### src/rtl/uart_tx_arbiter.sv
// Round-robin, message-granular sharing of one UART TX byte channel among NREQ
// requesters, with a one-entry output register and a mid-message idle timeout.
module uart_tx_arbiter #(
  parameter int NREQ    = 4,
  parameter int TIMEOUT = 255,
  parameter int IDW     = $clog2(NREQ)
) (
  input  logic              clk,
  input  logic              rst,
  input  logic              enable,
  input  logic [NREQ-1:0]   req_valid,
  input  logic [NREQ*8-1:0] req_data,
  input  logic [NREQ-1:0]   req_last,
  output logic [NREQ-1:0]   req_ready,
  output logic [7:0]        tx_data,
  output logic              tx_valid,
  input  logic              tx_ready,
  output logic              grant_valid,
  output logic [IDW-1:0]    grant_id,
  output logic              timeout_pulse,
  output logic              state_dbg,
  output logic [IDW-1:0]    rr_ptr_dbg
);

  // Handshakes: a requester byte moves when req_valid[i] && req_ready[i]
  // (req_ready only ever high for the owner in LOCK); a UART byte moves when
  // tx_valid && tx_ready. Neither valid may depend on its ready.
  typedef enum logic {IDLE = 1'b0, LOCK = 1'b1} state_t;

  state_t         state, state_nxt;
  logic [IDW-1:0] rr_ptr;
  logic [15:0]    idle_cnt;

  logic           pick_found;
  logic [IDW-1:0] pick_id;
  logic [IDW:0]   scan_sum;
  logic           cur_valid, cur_last, slot_free, xfer, idle_cyc;
  logic           timeout_hit, grant_now, release_now;
  logic [7:0]     cur_data;
  logic [IDW-1:0] next_ptr;

  assign cur_valid   = req_valid[grant_id];
  assign cur_last    = req_last[grant_id];
  assign cur_data    = req_data[{grant_id, 3'b000} +: 8];
  assign slot_free   = !tx_valid || tx_ready;
  assign xfer        = (state == LOCK) && cur_valid && slot_free;
  assign idle_cyc    = (state == LOCK) && !cur_valid;
  // Revoke on the idle cycle that brings the count up to TIMEOUT.
  assign timeout_hit = idle_cyc && (({1'b0, idle_cnt} + 17'd1) >= 17'(TIMEOUT));
  assign grant_now   = (state == IDLE) && enable && pick_found;
  assign release_now = (xfer && cur_last) || timeout_hit;
  assign next_ptr    = (grant_id == IDW'(NREQ - 1)) ? '0 : grant_id + 1'b1;

  assign state_dbg   = state;
  assign rr_ptr_dbg  = rr_ptr;

  // Scan starting at rr_ptr, wrapping explicitly so non-power-of-two NREQ works.
  always_comb begin
    pick_found = 1'b0;
    pick_id    = '0;
    scan_sum   = '0;
    for (int k = 0; k < NREQ; k++) begin
      scan_sum = {1'b0, rr_ptr} + (IDW+1)'(k);
      if (scan_sum >= (IDW+1)'(NREQ)) scan_sum = scan_sum - (IDW+1)'(NREQ);
      if (!pick_found && req_valid[scan_sum[IDW-1:0]]) begin
        pick_found = 1'b1;
        pick_id    = scan_sum[IDW-1:0];
      end
    end
  end

  always_comb begin
    state_nxt = state;
    case (state)
      IDLE:    if (grant_now) state_nxt = LOCK;
      LOCK:    if (release_now) state_nxt = IDLE;
      default: state_nxt = IDLE;
    endcase
  end

  always_comb begin
    req_ready = '0;
    if (state == LOCK) req_ready[grant_id] = slot_free;
  end

  always_ff @(posedge clk) begin
    if (rst) begin
      state         <= IDLE;
      rr_ptr        <= '0;
      grant_id      <= '0;
      grant_valid   <= 1'b0;
      tx_valid      <= 1'b0;
      tx_data       <= 8'h00;
      timeout_pulse <= 1'b0;
      idle_cnt      <= '0;
    end else begin
      state         <= state_nxt;
      timeout_pulse <= timeout_hit;
      if (grant_now) begin
        grant_id    <= pick_id;
        grant_valid <= 1'b1;
      end else if (release_now) begin
        grant_valid <= 1'b0;
        rr_ptr      <= next_ptr;
      end
      // A valid byte stalled by back-pressure holds the count rather than adding to it.
      if (grant_now || xfer || timeout_hit) idle_cnt <= '0;
      else if (idle_cyc && idle_cnt != 16'hFFFF) idle_cnt <= idle_cnt + 16'd1;
      if (xfer) begin
        tx_data  <= cur_data;
        tx_valid <= 1'b1;
      end else if (tx_ready) begin
        tx_valid <= 1'b0;
      end
    end
  end

endmodule

### config.mk
export PLATFORM = sky130hd
export DESIGN_NAME = uart_tx_arbiter
export DESIGN_NICKNAME = d
export VERILOG_FILES = /design/src/rtl/uart_tx_arbiter.sv
export SDC_FILE = /design/constraint.sdc
export NUM_CORES = 1
export LEC_CHECK = 0
export ABC_AREA = 1
export CAP_MARGIN = 20
export CORE_UTILIZATION = 52
export CTS_CLUSTER_DIAMETER = 60
export DETAILED_ROUTE_END_ITERATION = 7
export HOLD_SLACK_MARGIN = 0.08
export PLACE_DENSITY = 0.93
export SLEW_MARGIN = 40
export SYNTH_ARGS = -nofsm -noshare
export SYNTH_HDL_FRONTEND = slang
export SYNTH_SLANG_ARGS = --single-unit
export TNS_END_PERCENT = 5
### constraint.sdc
create_clock -name clk -period 3.1 [get_ports clk]
set_input_delay 0.62 -clock clk [delete_from_list [all_inputs] [get_ports clk]]
set_output_delay 0.62 -clock clk [all_outputs]
set_load 0.03 [all_outputs]
== After elaboration in Yosys (flattened, before gate mapping) ==
Cells that the tools add are included.

* Word-level logic and storage cells: 95
* Output and inout port bits: 20
* Register bits: 32

* Muxes and demuxes: 35
* Reductions and logical operators: 25
* Eq/ne operators: 2
* Bitwise gates (word level): 3
* Add/subtract/negate cells: 10
* Shifts and indexed selects: 1
* Order comparisons: 11

{| class="wikitable"
|+ Operators with widths
! cell !! number
|-
| $shiftx A32 B6 Y8 || 1
|-
| $mux W2 || 9
|-
| $add A16 B1 Y17 const B || 1
|-
| $ge A17 B8 Y1 const B || 1
|-
| $mux W1 || 17
|-
| $add A16 B1 Y16 const B || 1
|-
| $ne A16 B16 Y1 const B || 1
|-
| $lt A2 B3 Y1 const B || 5
|-
| $bmux W1 S2 || 6
|-
| $logic_and A1 B1 Y1 || 12
|-
| $ge A3 B3 Y1 const B || 3
|-
| $sub A2 B1 Y2 const B || 4
|-
| $add A2 B2 Y3 const B || 2
|-
| $logic_not A1 Y1 || 5
|-
| $and A4 B4 Y4 || 1
|-
| $logic_or A1 B1 Y1 || 4
|-
| $mux W4 || 1
|-
| $reduce_bool A2 Y1 || 2
|-
| $add A2 B1 Y3 const B || 1
|-
| $ge A2 B3 Y1 const B || 1
|-
| $add A2 B1 Y2 const B || 1
|-
| $demux W1 S2 || 1
|-
| $eq A2 B2 Y1 const B || 1
|-
| $ge A2 B1 Y1 const B || 1
|-
| 4 further kinds || 5
|}

== Longest topological paths before layout ==
* Depth in word-level cells: 18
* Mapped depth: 15

== Least setup slack after synthesis ==
OpenSTA, ideal clock, no wires.

* Path kind: register -> output
* From: register grant_id[0]
* To: output port req_ready[2]
* Path buffers: 2
* Cell stages (with the launch flop): 7
* Slack: 732 ps
* Arrival time: 1748 ps
* Path through: dfxtp_1 -> inv_1 -> clkbuf_1 -> clkbuf_1 -> ha_1 -> inv_1 -> nor2_1

* Cells in the longest elaborated chain, start to end: 6

{| class="wikitable"
|+ RTL lines
! item !! line !! RTL
|-
| start: declaration || 19 || <nowiki>output logic [IDW-1:0] grant_id,</nowiki>
|-
| start signal: assignment || 100 || <nowiki>grant_id <= pick_id;</nowiki>
|-
| $lt A2 B3 Y1 (implied by the code) or $ge A2 B1 Y1 (tied branches) || 83 || <nowiki>if (state == LOCK) req_ready[grant_id] = slot_free;</nowiki>
|-
| $logic_and A1 B1 Y1 (implied by the code) || 83 ||
|-
| $mux W1 (implied by the code) || 83 ||
|-
| $demux W1 S2 * || 83 ||
|-
| $and A4 B4 Y4 (no line) * || - ||
|-
| $mux W4 * || 83 ||
|-
| end: declaration || 14 || <nowiki>output logic [NREQ-1:0] req_ready,</nowiki>
|}

Mark *: on every way between the ends. The rest lies on a longest branch, timed or not.

== Worst setup path in the final report ==
* From: register grant_id[0]
* To: output port req_ready[1]

The elaborated chain is that of the path after synthesis.

==> impl_summary.md <==
Run status
The run finished with clean final reports.

Worst setup path
The buffering stage count on the worst path with inverters included is 3. At the worst endpoint, the required time is about 2.5 ns. In this design, the stage delay of the slowest critical-path cell is between 0.6 and 0.7 ns. Walking the worst path, the cells encountered are buf_4 -> ha_1 -> inv_1 -> nor2_1 -> clkdlybuf4s50_1. Along the worst path, the maximum fanout reaches 17. The critical path is of the flip-flop to output port type. The cell with the largest stage delay on the worst path is sky130_fd_sc_hd__clkdlybuf4s50_1. STA classifies the critical path startpoint as a flip-flop. Among cell families on the critical path, the largest total delay comes from buffers and inverters. The data arrival time of the critical path is approximately 2.1 ns.

The worst setup path is captured at an output port.

Synth
After synthesis, the most frequently instantiated cells are 75 x sky130_fd_sc_hd__nor2_1, 69 x sky130_fd_sc_hd__nand2_1, 53 x sky130_fd_sc_hd__o21ai_0. The number of unique standard cell types used by synthesis is 28. The area share of the largest cell type after synthesis is 28.07%. In this run, synthesis inferred 0 flip-flops with an integrated enable. After technology mapping, the gate count stands at between 300 and 400. The most numerous cell in the Yosys netlist is sky130_fd_sc_hd__nor2_1. The mean instance size in the synthesized netlist is between 6 and 7 um^2. For this run, the number of Yosys warnings is 0.

Among all flip-flop cells after synthesis, the most frequent one is sky130_fd_sc_hd__dfxtp_1. After synthesis, the cell types taking the most area are sky130_fd_sc_hd__dfxtp_1 28%, sky130_fd_sc_hd__nor2_1 12%, sky130_fd_sc_hd__o21ai_0 12%, sky130_fd_sc_hd__nand2_1 11%, sky130_fd_sc_hd__inv_1 8.2%. The share of async-settable or async-resettable flops after synthesis is 0%. After synthesis the cells add up to between 0.002 and 0.0025 mm^2. The flop and latch count out of synthesis is 32.

The largest total area in the synthesized netlist belongs to sky130_fd_sc_hd__dfxtp_1. The synthesized net count is 428. The sequential fraction of the synthesis area is ~28%.

Die
The height of the die is between 60 and 70 um. The die is between 60 and 70 um wide. The placement row count is 23.

Once the floorplan was initialized, standard cells occupied a little under three fifths of the core. After floorplanning, the core was sized to cover roughly 0.004 mm^2. In this run the count of I/O pins placed on the die edge is 64. The die covers ~0.0047 mm^2.

Routing
Wires add up to between 5000 and 6000 um. In the routed layout, each cell is associated on average with a via count of 5.329. Summing over every cut layer, the via total after detailed routing is roughly 2600.

Dividing the detail-routed wire length by the instance count gives between 10 and 15 um. For this run, design rule violations remaining after detail routing come to 0. The remaining antenna violation count is 0. The first-iteration detailed-routing DRC count is around 110. The number of detailed-route iterations in the first pass is 4.

Clock network
TritonCTS created 5 clock buffers. Clock-pin slew was measured on the worst setup and hold paths at ~0.060 ns. After clock tree synthesis, the flow added hold-fix buffers numbering 0.

The CTS tree is done. Clock tree synthesis found a total of 32 sinks. The clock tree buffer depth is 2. The later pin in the worst-skew pair is clocked with a latency of around 0.28 ns. The buffer count from post-CTS setup fixing is 0. The number of resized instances in the post-cts repair step is 0.

The H-tree was split into 2 levels. The cell sitting at the root of the clock tree is a sky130_fd_sc_hd__clkbuf_8.

Layout
The fraction of layout instances using a drive strength above 1 is 7.955%. The post-route non-filler standard cell count is between 400 and 500. After the last flow step, the layout net total stands at between 400 and 500. The repair_antennas step left the layout with diodes totalling 0.

The layout has 348 filler cells. Summing all multi-input logic gate instances after layout gives ~0.0014 mm^2. From synthesis to final layout, the design area changed by 32.62%. The combined flip-flop and latch cell area is about 640 um^2.

Global route
Across every metal layer, demand over resource in global routing totals between 20% and 30%. Entering global routing, the biggest net connects 30 pins. The sum of overflow across all layers after global routing is 0. The global-route wire length before repair is ~9900 um. The initial antenna violation count is 0. The via count of the first global-routing pass came to roughly 2500.

Placed design
The detailed placer's ending HPWL is approximately 4600 um. The placed instance count is approximately 490. During placement, the flow inserted port buffers numbering 63. The routability congestion estimate is around 0.87.

Timing
Setup repair after global routing left no endpoint under its margin. The maximum operating frequency is approximately 370 MHz. The part of the cycle the worst path needs is between 80 and 90%. The worst pin sits at a relative slew slack of just over 70%. The number of hold-slack violations in the final timing report is 0. The transition time at the pin with the least slew margin is between 0.4 and 0.5 ns. For the finished layout, the period the worst path requires is around 2.7 ns. The number of pins exceeding their max-slew limit in the final report is 0. The worst clock skew on the final layout is ~0.0050 ns. The summed negative setup slack over all endpoints is 0 ns. Setup violations remaining at the end of the flow were counted as 0.

Flow run
Max-cap violations in this run came to 0.

Power
For this design the static power due to leakage is ~1.2 nW. VDD sags by at most 0.2082 mV. Dividing total power by cell area gives a power density of about 390 mW/mm^2.

Min path
The tightest min-delay check is of the flip-flop to flip-flop type.
metal layers:
layer	vias to the layer above	part of all wire, %	track usage (%)
met3	11	7.7	7.333
met1	1186	41	30.25
li1	1321	-	-
met5	-	0	0
met2	93	49	52.08
met4	0	1.9	10.94
worst min-delay path, cell delays in order, from the launching register on:
cell and delay (ns):
sky130_fd_sc_hd__dfxtp_1 0.32, sky130_fd_sc_hd__nand2_1 0.08, sky130_fd_sc_hd__a21oi_1 0.06
area by class of cell:
class	count	area share, %
sequential	32	21.17
tap	50	2.067
inverter	53	6.573
clock buffer	5	2.274
timing repair buffer	68	22.08
multi-input combinational	282	45.85
registers in the layout, indices dropped and copies added (netlist names):
name,flops
grant_valid,1
tx_valid,1
rr_ptr_dbg,2
grant_id,2
timeout_pulse,1
state_dbg,1
tx_data,8
idle_cnt,16
stage by stage:
step,hold WS (ns),cell area [um^2],power (W),util [%],worst slack [ns]
after global placement,0.4844,2958,0.0008868,71.88,0.4358
final,0.5058,3027,0.001177,73.55,0.3653
after global routing,0.5314,3027,0.001238,73.55,0.2621
after floorplan,0.5679,2282,0.0007267,-,0.7317
after detailed placement,0.4865,2958,0.0008957,71.88,0.3660
after CTS,0.4989,3027,0.001180,73.55,0.3566
cell families after synthesis:
family	after synthesis	share of synthesized area, %
and+or+nand+nor	198	38.54
adders and majority gates	6	3.289
DFF	32	28.07
buffers and inverters	64	11.13
AOI/OAI and AO/OA	71	16.06
muxes	2	0.9868
xor gates and xnor gates	5	1.919
worst paths after layout:
path	cells after the start	endpoint	startpoint	slack (ns)
setup reg to reg	13	idle_cnt[5]	idle_cnt[0]	0.90
hold / removal	2	tx_valid	tx_valid	0.51
setup / recovery	5	req_ready[1]	grant_id[0]	0.37
hold reg to reg	2	tx_valid	tx_valid	0.51
report_power, final:
group / switching, W / internal [W]
logic: 0.000249 / 0.000177
clock network: 0.000141 / 0.000144
registers: 0.0000276 / 0.000438
total: 0.000417 / 0.000760
placed cells by master (no fill, tap or decap), drive strengths merged:
| cell type | n |
|---|---|
| o22ai | 9 |
| clkbuf | 5 |
| clkdlybuf4s50 | 63 |
| nand4 | 5 |
| xor2 | 5 |
| inv | 52 |
| a21oi | 7 |
| and2 | 1 |
| nand3 | 23 |
| nor2 | 90 |
| ha | 6 |
| o21ai | 55 |
| clkinv | 1 |
| buf | 5 |
| nand2 | 73 |
| dfxtp | 32 |
| or2 | 1 |
| mux2 | 2 |
| and3 | 1 |
| nor3 | 4 |
(Power assumes the default switching activity.)
